===== config.mk =====
export PLATFORM = sky130hd
export DESIGN_NAME = universal_shift_reg
export DESIGN_NICKNAME = d
export VERILOG_FILES = /design/src/rtl/universal_shift_reg_pkg.sv /design/src/rtl/shift_frame_counter.sv /design/src/rtl/universal_shift_reg.sv
export SDC_FILE = /design/constraint.sdc
export NUM_CORES = 1
export LEC_CHECK = 0
export CAP_MARGIN = 0
export CORE_MARGIN = 3
export CORE_UTILIZATION = 40
export DETAILED_ROUTE_END_ITERATION = 10
export PLACE_DENSITY_LB_ADDON = 0.08
export SLEW_MARGIN = 20
export SYNTH_ARGS = -nofsm -noshare
export SYNTH_HDL_FRONTEND = slang
export SYNTH_SLANG_ARGS = --single-unit

===== constraint.sdc =====
create_clock -name Clk -period 1.9 [get_ports Clk]
set_clock_uncertainty 0.15 [all_clocks]
set_input_delay 0.38 -clock Clk [delete_from_list [all_inputs] [get_ports Clk]]
set_output_delay 0.38 -clock Clk [all_outputs]
set_load 0.02 [all_outputs]

===== src/rtl/universal_shift_reg_pkg.sv =====
// -----------------------------------------------------------------------------
// universal_shift_reg_pkg
//   Shared definitions for the universal shift register and the blocks that
//   drive it: the MODE operation encodings and a helper that classifies a
//   mode as a shift event (the events the frame counter tracks).
// -----------------------------------------------------------------------------
package universal_shift_reg_pkg;

  // Operation select carried on the 3-bit MODE port. All eight codes are
  // defined, so no MODE value can produce X on the register.
  typedef enum logic [2:0] {
    MODE_HOLD  = 3'b000,
    MODE_SHL   = 3'b001,
    MODE_SHR   = 3'b010,
    MODE_ROL   = 3'b011,
    MODE_ROR   = 3'b100,
    MODE_ASR   = 3'b101,
    MODE_LOAD  = 3'b110,
    MODE_CLEAR = 3'b111
  } mode_e;

  // True for the five modes that move bits and therefore advance the frame
  // counter, whatever their direction.
  function automatic logic is_shift(mode_e mode);
    return (mode inside {MODE_SHL, MODE_SHR, MODE_ROL, MODE_ROR, MODE_ASR});
  endfunction

endpackage


===== src/rtl/shift_frame_counter.sv =====
// -----------------------------------------------------------------------------
// shift_frame_counter
//   Counts shift events within a WIDTH-shift frame and raises a one-cycle
//   registered pulse after the WIDTH-th shift of each frame.
//
// Ports
//   Clk        in   rising-edge clock
//   RST        in   synchronous active-high reset
//   EN         in   0 = hold the count and drop any pulse
//   step       in   a shift happens this cycle
//   clr        in   abort the current frame (LOAD/CLEAR); wins over step
//   CNT        out  shifts completed in the current frame, 0..WIDTH-1
//   FRAME_DONE out  1-cycle pulse in the cycle after the frame's last shift
// -----------------------------------------------------------------------------
module shift_frame_counter #(
  parameter int WIDTH = 8,
  parameter int CNT_W = 3
) (
  input  logic             Clk,
  input  logic             RST,
  input  logic             EN,
  input  logic             step,
  input  logic             clr,
  output logic [CNT_W-1:0] CNT,
  output logic             FRAME_DONE
);

  localparam logic [CNT_W-1:0] LAST = CNT_W'(WIDTH - 1);

  logic [CNT_W-1:0] cnt_q, cnt_d;
  logic             done_q, done_d;

  always_comb begin
    // NOTE: every signal written here gets a default first, so no path can
    // leave it unassigned and infer a latch.
    cnt_d  = cnt_q;
    done_d = 1'b0;
    if (EN) begin
      if (clr) begin
        // Aborting on the wrap cycle also swallows that frame's pulse.
        cnt_d = '0;
      end else if (step) begin
        if (cnt_q == LAST) begin
          cnt_d  = '0;
          done_d = 1'b1;
        end else begin
          cnt_d = cnt_q + CNT_W'(1);
        end
      end
    end
  end

  always_ff @(posedge Clk) begin
    // NOTE: state registers use non-blocking assignments so every flop samples
    // the pre-edge values regardless of statement order.
    if (RST) begin
      cnt_q  <= '0;
      done_q <= 1'b0;
    end else begin
      cnt_q  <= cnt_d;
      done_q <= done_d;
    end
  end

  assign CNT        = cnt_q;
  assign FRAME_DONE = done_q;

endmodule


===== src/rtl/universal_shift_reg.sv =====
// -----------------------------------------------------------------------------
// universal_shift_reg
//   Parametrised universal shift register: hold, logical/arithmetic/rotate
//   shifts in both directions, parallel load and clear, serial in/out at both
//   ends, plus a frame counter that flags every completed WIDTH-shift frame.
//
// Ports
//   Clk        in   rising-edge clock
//   RST        in   synchronous active-high reset (overrides EN/MODE)
//   EN         in   operation enable; 0 = hold everything
//   MODE       in   operation select (universal_shift_reg_pkg::mode_e)
//   SER_R      in   serial bit entering the LSB on SHL
//   SER_L      in   serial bit entering the MSB on SHR
//   D          in   parallel load data
//   Q          out  register contents
//   SO_MSB     out  Q[WIDTH-1], serial out for left shifts
//   SO_LSB     out  Q[0], serial out for right shifts
//   CNT        out  shifts completed in the current frame
//   FRAME_DONE out  1-cycle pulse after the WIDTH-th shift of a frame
// -----------------------------------------------------------------------------
module universal_shift_reg
  import universal_shift_reg_pkg::*;
#(
  parameter  int               WIDTH     = 8,
  parameter  logic [WIDTH-1:0] RESET_VAL = '0,
  localparam int               CNT_W     = (WIDTH <= 2) ? 1 : $clog2(WIDTH)
) (
  input  logic             Clk,
  input  logic             RST,
  input  logic             EN,
  input  logic [2:0]       MODE,
  input  logic             SER_R,
  input  logic             SER_L,
  input  logic [WIDTH-1:0] D,
  output logic [WIDTH-1:0] Q,
  output logic             SO_MSB,
  output logic             SO_LSB,
  output logic [CNT_W-1:0] CNT,
  output logic             FRAME_DONE
);

  mode_e            mode;
  logic [WIDTH-1:0] q_q, q_d;
  logic             step;
  logic             clr;

  assign mode = mode_e'(MODE);

  // Data path mode mux. step/clr are only raised while enabled, so the
  // counter sees exactly the shift and abort events the register performs.
  always_comb begin
    q_d  = q_q;
    step = 1'b0;
    clr  = 1'b0;
    if (EN) begin
      step = is_shift(mode);
      unique case (mode)
        MODE_HOLD:  q_d = q_q;
        MODE_SHL:   q_d = {q_q[WIDTH-2:0], SER_R};
        MODE_SHR:   q_d = {SER_L, q_q[WIDTH-1:1]};
        MODE_ROL:   q_d = {q_q[WIDTH-2:0], q_q[WIDTH-1]};
        MODE_ROR:   q_d = {q_q[0], q_q[WIDTH-1:1]};
        MODE_ASR:   q_d = {q_q[WIDTH-1], q_q[WIDTH-1:1]};
        MODE_LOAD: begin
          q_d = D;
          clr = 1'b1;
        end
        MODE_CLEAR: begin
          q_d = '0;
          clr = 1'b1;
        end
      endcase
    end
  end

  always_ff @(posedge Clk) begin
    if (RST) q_q <= RESET_VAL;
    else     q_q <= q_d;
  end

  shift_frame_counter #(
    .WIDTH (WIDTH),
    .CNT_W (CNT_W)
  ) u_frame_counter (
    .Clk        (Clk),
    .RST        (RST),
    .EN         (EN),
    .step       (step),
    .clr        (clr),
    .CNT        (CNT),
    .FRAME_DONE (FRAME_DONE)
  );

  assign Q      = q_q;
  assign SO_MSB = q_q[WIDTH-1];
  assign SO_LSB = q_q[0];

endmodule


---- Yosys cells after proc, flatten, opt, wreduce, memory -nomap -nowiden ----
Cells that the tools add are included.
operators by class
  eq/ne operators ......................... 8
  reduce and logical (&&, ||, !) cells .... 8
  add/subtract/negate cells ............... 1
  mux-type cells .......................... 8
  bitwise operators ....................... 4
operators with widths
  kind                 number
  $pmux 8 s7           1
  $eq 3x3->1 const B   5
  $mux 3               3
  $eq 3x2->1 const B   2
  $reduce_bool 5->1    1
  $mux 1               4
  $not 1->1            4
  $reduce_and 2->1     2
  $reduce_or 4->1      1
  $add 3x1->3 const B  1
  $eq 3x1->1 const B   1
  $logic_not 3->1      1
  $reduce_and 3->1     1
  $reduce_bool 2->1    1
  $reduce_or 2->1      1
storage, ports and cells
  bits of input ports ..................... 16
  bits in registers ....................... 12
  logic and storage cells ................. 33

---- Depth between registers and ports, before layout ----
Gate-level depths: netlist of the first run.
  depth after elaboration ................. 6
  gate-level depth with buffers ........... 5
  gate-level depth less buffers ........... 4

---- By module ----
Synthesis of the first run repeated with hierarchy kept, for this count alone.
second synthesis, totals
  cell total of the unflattened synthesis .. 101
  area total of the unflattened synthesis .. 837.1 µm²
by module, submodules not included
  module               area an instance (µm²)  times used  cells each  seq. area each (µm²)
  universal_shift_reg  643.1                   1           82          160.2
  shift_frame_counter  193.9                   1           19          80.1

---- Worst setup path before layout of the first run ----
OpenSTA, ideal clock, no wires.
  path kind ............................... input to register
  from .................................... input MODE[0]
  to ...................................... register q_q[6], in the netlist Q[6]
  slack ................................... 456 ps
  arrival time ............................ 1,203 ps
  stages on the path ...................... 5
  path through ............................ buf_4 or2_2 o21ai_2 a22oi_1 a311oi_1
on the way
  word-level cells in the longest chain between the ends .. 3
  elaborated cells on any way between the ends .. 11
  those cells by class .................... eq/ne: 7; mux: 1; bitwise: 1; reduce/logical: 2
ends and longest elaborated chain
  item                                                                line                       text
  from (decl)                                                         universal_shift_reg.sv:31  input logic [2:0] MODE,
  parallel branches: the longest is 3 deep, another holds $pmux 8 s7  n/a
  to (signal assigned)                                                universal_shift_reg.sv:78  else q_q <= q_d;
  to (decl)                                                           universal_shift_reg.sv:43  logic [WIDTH-1:0] q_q, q_d;
Parallel ways; which one is timed is not known.
A chain may end at the register's enable or synchronous reset.

---- Worst setup path in the final report of the first run ----
  from .................................... register q_q[1], in the netlist Q[1]
  to ...................................... output Q[1]
RTL lines
  item       line                       text
  to (decl)  universal_shift_reg.sv:35  output logic [WIDTH-1:0] Q,
No word-level cell between the ends.

==> results of run 1 <==
[cell usage in the layout, fill, tap and decap left out, types with 2 or more instances in the layout]
master,instances
dfxtp_1,12
nand2_1,12
nand3b_1,4
clkdlybuf4s50_1,21
a21boi_0,2
a21oi_1,6
or3_1,2
clkbuf_4,3
a311oi_1,3
buf_4,18
o41ai_2,2
nor2_1,3
a22oi_1,2
nand3_1,4
a221oi_1,8
o21ai_2,2
ha_1,2
dlymetal6s2s_1,8
inv_1,4
[flip-flops by register name, indices dropped and copies added (netlist names)]
| register | flops |
|---|---|
| Q | 8 |
| u_frame_counter.FRAME_DONE | 1 |
| u_frame_counter.CNT | 3 |
[kinds of logic (layout without fill, tap and decap cells)]
family | Yosys count | in the layout
simple gates | 31 | 31
fa+ha+maj | 2 | 2
flops | 12 | 12
mux | 1 | 1
compound gates | 33 | 33
buf+inv | 11 | 55
[path summary, 6_finish.rpt]
path / from / slack [ns] / cells after the start / to
hold reg to reg: u_frame_counter.CNT[2] / 0.33 / 2 / u_frame_counter.CNT[2]
hold / removal: u_frame_counter.CNT[2] / 0.33 / 2 / u_frame_counter.CNT[2]
setup reg to reg: u_frame_counter.CNT[0] / 0.50 / 4 / u_frame_counter.CNT[0]
setup / recovery: Q[1] / 0.07 / 1 / Q[1]
[layout make-up]
cell class | instances | area, um^2
repair buffers | 47 | 445.4
flip-flops and latches | 12 | 240.2
inverters | 4 | 15.01
well taps | 25 | 31.28
fillers | 160 | 548.0
multi-input cells | 67 | 466.7
clock buffers | 4 | 36.28
[power groups by stage]
stage	Combinational (mW)	Sequential [mW]	Clock, mW
2_1_floorplan	0.0904	0.300	0
3_3_place_gp	0.208	0.287	0
3_5_place_dp	0.210	0.287	0
4_1_cts	0.211	0.281	0.214
5_1_grt	0.226	0.284	0.227
6_report	0.210	0.281	0.207
[per-layer routing]
layer	routed length, um	up-vias	GRT usage [%]
met1	906	401	20.92
met4	56	0	8.756
met2	1017	33	32.38
li1	-	435	-
met5	0	-	0
met3	176	10	7.251
[metrics by stage]
step	std cells	power (mW)	setup WS (ns)	TNS (ns)	utilization, %
2_1_floorplan	90	0.3907	0.4560	0	-
3_3_place_gp	155	0.4958	-0.1326	-1.032	66.11
3_5_place_dp	155	0.4976	-0.1659	-1.252	66.11
4_1_cts	159	0.7068	0.03141	0	68.14
5_1_grt	159	0.7373	0.001384	0	69.26
6_report	159	0.6980	0.07296	0	69.26
[worst register-to-register path: stages, from the launching register on]
cell and delay, ns:
dfxtp_1 0.34, ha_1 0.20, ha_1 0.18, or3_1 0.34, a21oi_1 0.13
==> out/qor.log, run 1 <==
INFO  status         outcome=complete, no violations
INFO  grt            grt.total_usage=19.13%
INFO  worst_setup_path critPathRequiredTime=1.37ns
INFO  routing        route.detailed.vias_per_inst=5.528
INFO  power_and_ir_drop p_switching=0.2033mW
INFO  routing        routedWlPerCell=13.56um
INFO  placed_design  port_buffer_count=29
INFO  synth          synth-simple-area-share=21.07%
INFO  timing         max-slew-margin-rel=75.79%
INFO  worst_setup_path cp-end-kind=primary output
INFO  power_and_ir_drop power.density_cell_area=565.2nW/um^2
INFO  worst_setup_path max_stage_delay=0.63ns
INFO  clocking       cts_root_buffer=clkbuf_4
INFO  clocking       cts.hold.buffers_added=0
INFO  routing        detailedRoute.firstIterationViolations=15
INFO  floorplan      floorplan.die.height=49.93um
INFO  synth          syn-num-nets=108
INFO  clocking       postCtsSetupRepairBufs=0
INFO  floorplan      core.rowCount=15
INFO  timing         min_period_over_period=96.16%
INFO  power_and_ir_drop power.sequential.fraction=40.3%
INFO  placed_design  finalWeightedCongestion=0.8634
INFO  synth          post_synth_instance_area=772.0um^2
INFO  synth          syn-instance-count=90
INFO  placed_design  postPlaceCellArea=1179um^2
INFO  synth          average_cell_area_after_synthesis=8.578um^2
INFO  routing        drt_pre_antenna_iters=5
INFO  synth          synthArstFlopShare=0%
INFO  synth          postSynthRegisterBits=12
INFO  synth          synthAdderAreaFrac=3.241%
INFO  final_layout   antenna_cells=0
INFO  grt            first_pass_grt_wire_length=3.670mm
INFO  power_and_ir_drop p_leak=0.6165nW
INFO  timing         final_max_slew_viol_count=0
INFO  power_and_ir_drop netSwitchingFraction=29.13%
INFO  power_and_ir_drop share_comb_of_total_power=30.0%
INFO  timing         fin_worst_hold_slack=0.3302ns
INFO  timing         finalWorstPathRequiredPeriod=1.827ns
INFO  grt            pin_count_of_the_biggest_net_entering_global_routing=10
INFO  synth          synthDominantCellAreaShare=31.12%
INFO  worst_setup_path cp_num_buf_inv=1
INFO  synth          ys_flop_type=dfxtp_1
INFO  synth          synthDistinctLibCells=34
INFO  clocking       clock_tree_from_tritoncts=yes
INFO  worst_setup_path worstSetupStartpointType=flip-flop
INFO  worst_setup_path timing.setup.critical_path_class=reg2out
INFO  grt            overflow_left_after_global_routing=0
INFO  floorplan      placeableCoreArea=1783um^2
INFO  timing         finalSetupViolations=0
INFO  power_and_ir_drop clkPwrFrac=29.7%
INFO  floorplan      chipWidth=49.93um
INFO  worst_setup_path path_max_fanout=4
INFO  worst_setup_path delay_heaviest_family_cp=buffers and inverters
INFO  flow_run       max_cap_viol_count=0
INFO  clocking       clock_sinks=12
INFO  floorplan      dieArea=2493um^2
INFO  synth          synth.area.mux_share=1.297%
INFO  clocking       cts_repair_resize_count=0
INFO  power_and_ir_drop internal_portion_of_total_power=0.4947mW
INFO  timing         transition_at_the_pin_with_the_smallest_max_transition_slack=0.3632ns
INFO  timing         rsz0062_at_grt=false
INFO  clocking       cts.clk_slew.worst_paths=0.08ns
INFO  worst_setup_path timing.critical_path.cells=clkdlybuf4s50_1
INFO  timing         clock.fmax=0.5473GHz
INFO  routing        drc_errors=0
INFO  grt            number_of_antenna_violations_at_the_first_check_in_global_routing=0
INFO  clocking       htree_num_levels=1
INFO  synth          ys_top_cells_by_area=dfxtp_1 (31%), a221oi_1 (9.1%), nand2_1 (5.8%), o41ai_2 (4.2%), a21oi_1 (3.9%)
INFO  clocking       cts_inserted_buffers=3
INFO  synth          post_synth_top_cells=dfxtp_1 (12), nand2_1 (12), a221oi_1 (8)
INFO  final_layout   design_area=1235um^2
INFO  worst_setup_path crit_path_top_delay_cell=clkdlybuf4s50_1
INFO  floorplan      initial_core_util=43.30%
INFO  placed_design  detailed_place_hpwl=1.673mm
INFO  routing        route.vias.total=879
INFO  synth          synth_seq_area_share=31.12%
INFO  clocking       bufs_on_longest_clock_path=2
INFO  clocking       clk_latency_worst_skew_pair=0.28ns
INFO  synth          cell_accounting_for_the_most_synthesized_area=dfxtp_1
INFO  final_layout   area_growth=59.97%
INFO  worst_hold_path hold_class=reg2reg
INFO  power_and_ir_drop worst_ir_drop_vdd=0.4191mV
INFO  routing        totalWireLength=2.156mm
INFO  routing        final_ant_viol_nets=0
INFO  synth          synthesis.yosys.warnings=0
INFO  worst_setup_path cp_data_arrival_time=1.30ns
INFO  synth          synth-edff-count=0
INFO  timing         final_hold_viol_count=0
INFO  synth          synthXorXnorAreaFrac=0%
INFO  synth          synth_top_family_by_area=compound AO/OA/AOI/OAI gates
INFO  grt            grt_pass1_vias=865
INFO  final_layout   post_route_cells_drive_above_1_share=23.13%
INFO  final_layout   design.final.nets=153
INFO  synth          synth_compound_area_share=34.85%
INFO  floorplan      top_level_ports=30
No activity file was read; power rests on OpenSTA's default activity.
==> inputs of run 2 (changes only) <==
Settings changed: CORE_MARGIN 3 to default, TNS_END_PERCENT from default to 5.
Clock period 1.9 ns to 1.7 ns, I/O delays scaled along.
==> run 2 against run 1 <==
Against the previous run:
- count of clock-buffer cells in the layout did not move
- via count fell by 1.1%
- cell count rose by 0.63%
- wire length fell by 2.9%
- critical path depth rose by 4
- non-clock buffer count rose by 1
- hold slack got worse by 0.011 ns
- setup slack improved by 0.099 ns
- first-iteration DRC count rose by 67%
==> out/qor.log, run 2 (synthesized netlist as in run 1, its figures left out) <==
INFO  status         outcome=complete, no violations
INFO  flow_run       max_cap_viol_count=0
INFO  final_layout   finish.utilization=69.36%
INFO  final_layout   post_route_cells_drive_above_1_share=24.44%
INFO  clocking       htree_num_levels=1
INFO  routing        routedWlPerCell=13.09um
INFO  floorplan      core.rowCount=15
INFO  final_layout   largest_register_ffs=8
INFO  worst_setup_path critPathRequiredTime=1.76ns
INFO  grt            overflow_left_after_global_routing=0
INFO  placed_design  finalWeightedCongestion=0.9004
INFO  final_layout   finalNonFillerCells=160
INFO  power_and_ir_drop p_leak=0.5796nW
INFO  grt            first_pass_grt_wire_length=3.339mm
INFO  clocking       clock_tree_from_tritoncts=yes
INFO  floorplan      dieArea=2110um^2
INFO  routing        drt_pre_antenna_iters=4
INFO  grt            grt_pass1_vias=762
INFO  routing        route.vias.total=869
INFO  power_and_ir_drop worst_ir_drop_vdd=0.3682mV
INFO  power_and_ir_drop power.density_cell_area=629.1nW/um^2
INFO  timing         finalWorstPathRequiredPeriod=1.528ns
INFO  timing         final_hold_viol_count=0
INFO  final_layout   fill_cells=166
INFO  timing         final_max_slew_viol_count=0
INFO  clocking       cts.clk_slew.worst_paths=0.08ns
INFO  placed_design  dp.cells=156
INFO  clocking       bufs_on_longest_clock_path=2
INFO  worst_setup_path worstReg2RegStart=u_frame_counter.CNT[0]
INFO  final_layout   layout_common_cells=buf_4 (17), dlygate4sd2_1 (14), dfxtp_1 (12), nand2_1 (12), clkdlybuf4s50_1 (12)
INFO  floorplan      initial_core_util=43.76%
INFO  timing         min_period_over_period=89.86%
INFO  clocking       cts_inserted_buffers=3
INFO  final_layout   design_area=1224um^2
INFO  timing         finalSetupViolations=0
INFO  placed_design  detailed_place_hpwl=1.629mm
INFO  worst_setup_path worstSetupStartpointType=input pin
INFO  clocking       clock_sinks=12
INFO  timing         layout_setup_ws=0.1723ns
INFO  worst_setup_path crit_reg_reg_endpoint=u_frame_counter.CNT[0]
INFO  final_layout   antenna_cells=0
INFO  grt            number_of_antenna_violations_at_the_first_check_in_global_routing=0
INFO  routing        route.detailed.vias_per_inst=5.431
INFO  final_layout   total_area_of_multi_input_combinational_cells=466.7um^2
INFO  floorplan      top_level_ports=30
INFO  clocking       cts.hold.buffers_added=0
INFO  timing         clock.fmax=0.6546GHz
INFO  floorplan      floorplan.die.height=45.93um
INFO  worst_setup_path cp-end-kind=flip-flop
INFO  routing        totalWireLength=2.094mm
INFO  worst_hold_path hold_class=reg2reg
INFO  worst_hold_path worst_hold_path.endpoint=u_frame_counter.CNT[2]
INFO  timing         rsz0062_at_grt=false
INFO  placed_design  dp_worst_setup_slack=-0.3147ns
INFO  worst_setup_path path_max_fanout=4
INFO  final_layout   area_growth=58.51%
INFO  timing         max-slew-margin-rel=78.18%
INFO  timing         setup_total_negative_slack=0ns
INFO  routing        drc_errors=0
INFO  worst_setup_path reg2reg_slack=0.28ns
INFO  final_layout   ff_latch_area=240.2um^2
INFO  worst_setup_path cp_data_arrival_time=1.58ns
INFO  routing        final_ant_viol_nets=0
INFO  grt            grt.total_usage=21.94%
INFO  placed_design  postPlaceCellArea=1186um^2
INFO  clocking       cts_root_buffer=clkbuf_4
INFO  clocking       clk_latency_worst_skew_pair=0.27ns
INFO  worst_setup_path timing.setup.critical_path_class=in2reg
INFO  floorplan      chipWidth=45.93um
INFO  timing         transition_at_the_pin_with_the_smallest_max_transition_slack=0.3273ns
INFO  worst_hold_path hold-path-cell-count=2
INFO  clocking       postCtsSetupRepairBufs=0
INFO  placed_design  port_buffer_count=29
INFO  floorplan      placeableCoreArea=1764um^2
INFO  final_layout   layout.cells.most_common=buf_4
INFO  grt            pin_count_of_the_biggest_net_entering_global_routing=11
INFO  final_layout   design.final.nets=154
INFO  routing        detailedRoute.firstIterationViolations=25
INFO  timing         fin_worst_hold_slack=0.3189ns
INFO  power_and_ir_drop final_total_pwr=0.7699mW
INFO  worst_setup_path worst_reg_to_reg_cells=4
INFO  worst_hold_path worst_hold_startpoint=u_frame_counter.CNT[2]
[run 2: timing repair]
action,CTS,global route
endpoints found under the setup margin,16,12
pin swaps,0,0
cloned,0,0
gates resized for setup,14,6
[run 2: report_power, final]
group          switching [mW]  total, mW  internal (mW)
Combinational           0.112      0.231          0.118
Clock                  0.0969      0.227          0.130
Sequential             0.0159      0.312          0.296
[run 2: how the worst max path moves through the flow]
stage	start	end	slack, ns	cells past startpoint
floorplan	u_frame_counter.CNT[0]	u_frame_counter.CNT[0]	0.26	4
global placement	MODE[0]	Q[1]	-0.27	5
detailed placement	MODE[0]	Q[1]	-0.31	5
CTS	MODE[1]	u_frame_counter.CNT[0]	0.01	6
global route	Q[2]	Q[2]	0.11	1
finish	EN	u_frame_counter.CNT[0]	0.17	5
[run 2: critical path, cell delays in order]
cell and delay [ns]:
clkdlybuf4s50_1 0.52, o31a_2 0.20, nand2_1 0.07, or3_1 0.31, a21oi_1 0.14
[run 2: per-layer routing]
| metal | track usage, % | vias to the layer above | wire length (um) |
|---|---|---|---|
| met5 | 0 | - | 0 |
| met4 | 7.647 | 0 | 12 |
| met3 | 4.365 | 2 | 85 |
| met2 | 33.24 | 23 | 985 |
| met1 | 30.50 | 411 | 1010 |
| li1 | - | 433 | - |
[run 2: layout make-up]
type,count,share of cell area (%)
inverters,4,1.534
clock buffers,4,2.965
flip-flops and latches,12,19.63
repair buffers,48,35.17
multi-input cells,67,38.14
well taps,25,2.556
==> inputs of run 3 (changes only) <==
Settings changed: CORE_UTILIZATION 40 to 42.
==> run 3 against run 2 <==
Against the previous run:
- core utilization up 0.42 points
- via count down 2.6%
- register-to-register slack better by 0.02 ns
- sequential power about the same
- flip-flop and latch count unchanged
- setup slack worse by 0.14 ns
- hold slack better by 0.0099 ns
- total power up 0.28%
- global-route usage up 0.66 points
- count of clock-buffer cells in the layout unchanged
- first-iteration DRC count down 20%
- wire length up 2.2%
- largest power group unchanged
==> out/qor.log, run 3 (synthesized netlist as in run 1, its figures left out) <==
INFO  placed_design  detailed_place_hpwl=1.610mm
INFO  power_and_ir_drop internal_portion_of_total_power=0.5417mW
INFO  worst_hold_path worst_hold_startpoint=u_frame_counter.CNT[2]
INFO  timing         clock.fmax=0.6006GHz
INFO  clocking       cts.clk_slew.worst_paths=0.07ns
INFO  clocking       clock_sinks=12
INFO  worst_setup_path timing.critical_path.cells=clkdlybuf4s50_1
INFO  worst_setup_path cp_num_buf_inv=1
INFO  timing         final_hold_viol_count=0
INFO  timing         rsz0062_at_grt=true
INFO  floorplan      initial_core_util=44.71%
INFO  timing         final_max_slew_viol_count=0
INFO  timing         min_period_over_period=97.94%
INFO  grt            grt_pass1_vias=767
INFO  worst_setup_path max_stage_delay=0.59ns
INFO  worst_setup_path delay_heaviest_family_cp=buffers and inverters
INFO  floorplan      core.rowCount=15
INFO  worst_setup_path crit_reg_reg_endpoint=u_frame_counter.CNT[0]
INFO  final_layout   area_growth=56.08%
INFO  floorplan      placeableCoreArea=1727um^2
INFO  worst_hold_path hold_class=reg2reg
INFO  final_layout   fill_cells=166
INFO  routing        totalWireLength=2.141mm
INFO  timing         finalSetupViolations=0
INFO  grt            first_pass_grt_wire_length=3.353mm
INFO  grt            number_of_antenna_violations_at_the_first_check_in_global_routing=0
INFO  power_and_ir_drop p_leak=0.5444nW
INFO  status         outcome=complete, no violations
INFO  worst_setup_path timing.setup.critical_path_class=reg2out
INFO  worst_hold_path worst_hold_path.endpoint=u_frame_counter.CNT[2]
INFO  worst_setup_path worstReg2RegStart=u_frame_counter.CNT[0]
INFO  placed_design  dp.cells=152
INFO  final_layout   finalNonFillerCells=156
INFO  routing        final_ant_viol_nets=0
INFO  grt            pin_count_of_the_biggest_net_entering_global_routing=12
INFO  clocking       clock_tree_from_tritoncts=yes
INFO  flow_run       max_cap_viol_count=0
INFO  worst_setup_path worst_reg_to_reg_cells=4
INFO  final_layout   layout_common_cells=clkdlybuf4s50_1 (14), dlygate4sd2_1 (14), buf_4 (14)
INFO  timing         max-slew-margin-rel=76.23%
INFO  final_layout   design.final.nets=150
INFO  routing        routedWlPerCell=13.72um
INFO  worst_hold_path hold-path-cell-count=2
INFO  clocking       bufs_on_longest_clock_path=2
INFO  final_layout   total_area_of_multi_input_combinational_cells=490.5um^2
INFO  clocking       postCtsSetupRepairBufs=0
INFO  routing        drc_errors=0
INFO  floorplan      chipWidth=44.87um
INFO  final_layout   largest_register_ffs=8
INFO  floorplan      floorplan.die.height=44.87um
INFO  placed_design  finalWeightedCongestion=0.7898
INFO  timing         setup_total_negative_slack=0ns
INFO  worst_setup_path critPathRequiredTime=1.21ns
INFO  timing         finalWorstPathRequiredPeriod=1.665ns
INFO  power_and_ir_drop power.sequential.fraction=40.7%
INFO  final_layout   finish.utilization=69.78%
INFO  timing         transition_at_the_pin_with_the_smallest_max_transition_slack=0.3566ns
INFO  worst_setup_path cp_data_arrival_time=1.18ns
INFO  clocking       cts_root_buffer=clkbuf_4
INFO  power_and_ir_drop clkPwrFrac=30.0%
INFO  worst_setup_path cp-end-kind=primary output
INFO  worst_setup_path path_max_fanout=1
INFO  floorplan      top_level_ports=30
INFO  clocking       cts_inserted_buffers=3
INFO  grt            grt.total_usage=22.60%
INFO  worst_setup_path crit_path_top_delay_cell=clkdlybuf4s50_1
INFO  power_and_ir_drop worst_ir_drop_vdd=0.3984mV
INFO  floorplan      dieArea=2013um^2
INFO  grt            overflow_left_after_global_routing=0
INFO  power_and_ir_drop netSwitchingFraction=29.84%
INFO  clocking       cts.hold.buffers_added=0
INFO  placed_design  port_buffer_count=29
INFO  final_layout   antenna_cells=0
INFO  final_layout   post_route_cells_drive_above_1_share=22.90%
INFO  routing        drt_pre_antenna_iters=4
INFO  clocking       clk_latency_worst_skew_pair=0.28ns
INFO  routing        route.detailed.vias_per_inst=5.423
INFO  power_and_ir_drop power.density_cell_area=640.7nW/um^2
INFO  power_and_ir_drop share_comb_of_total_power=29.4%
INFO  routing        detailedRoute.firstIterationViolations=20
INFO  worst_setup_path reg2reg_slack=0.30ns
INFO  clocking       htree_num_levels=1
INFO  worst_setup_path worstSetupStartpointType=flip-flop
INFO  routing        route.vias.total=846
INFO  final_layout   ff_latch_area=240.2um^2
INFO  power_and_ir_drop p_switching=0.2304mW
==> run 3: changes by cell type in the layout (fill, tap and decap cells not counted), sizes merged <==
cell and delta:
clkdlybuf4s50 +2, inv +1, dlymetal6s2s -2, buf -4, clkinvlp -1
==> run 3: layout make-up <==
type | count | share of cell area (%)
multi-input combinational | 67 | 40.71
sequential | 12 | 19.94
inverter | 4 | 1.246
clock buffer | 4 | 3.011
timing repair buffer | 44 | 32.50
tap | 25 | 2.596
==> run 3: timing repair <==
action | in CTS | in global routing
setup endpoints to repair | 16 | 10
pin swaps | 0 | 1
resized for setup | 14 | 7
==> run 3: worst max-delay path by stage <==
stage / depth (start not counted) / endpoint / from / slack [ns]
2_1_floorplan: 4 / u_frame_counter.CNT[0] / u_frame_counter.CNT[0] / 0.26
3_3_place_gp: 5 / Q[7] / MODE[0] / -0.29
3_5_place_dp: 5 / Q[1] / MODE[0] / -0.35
4_1_cts: 7 / Q[1] / MODE[2] / 0.007
5_1_grt: 6 / Q[5] / MODE[2] / -0.06
6_report: 1 / FRAME_DONE / u_frame_counter.FRAME_DONE / 0.03
==> run 3: power groups by stage <==
stage	clock network, mW	registers (mW)	logic [mW]
after floorplan	0	0.336	0.101
after global placement	0	0.321	0.227
after detailed placement	0	0.321	0.230
after CTS	0.234	0.314	0.218
after global routing	0.245	0.316	0.247
final	0.231	0.314	0.227
==> run 3: metrics by stage <==
step	instance area [um^2]	hold slack (ns)	setup slack (ns)	power, mW
after floorplan	772.0	0.2974	0.2631	0.4366
after global placement	1156	0.3144	-0.2922	0.5479
after detailed placement	1156	0.3268	-0.3524	0.5512
after CTS	1175	0.3316	0.007342	0.7660
after global routing	1205	0.3635	-0.05659	0.8079
final	1205	0.3288	0.03495	0.7720
==> run 3: worst reg2reg max path, stage by stage, from the launching register on <==
cell and delay (ns):
dfxtp_1 0.34, ha_1 0.20, ha_1 0.18, or3_1 0.34, a21oi_1 0.13
==> run 3: metal layers <==
layer	GRT usage, %	part of all wire [%]	wire, um	up-vias
li1	-	-	-	428
met1	28.36	47	1007	397
met2	39.41	48	1030	19
met3	4.800	4.1	87	2
met4	5.455	0.70	15	0
met5	0	0	0	-
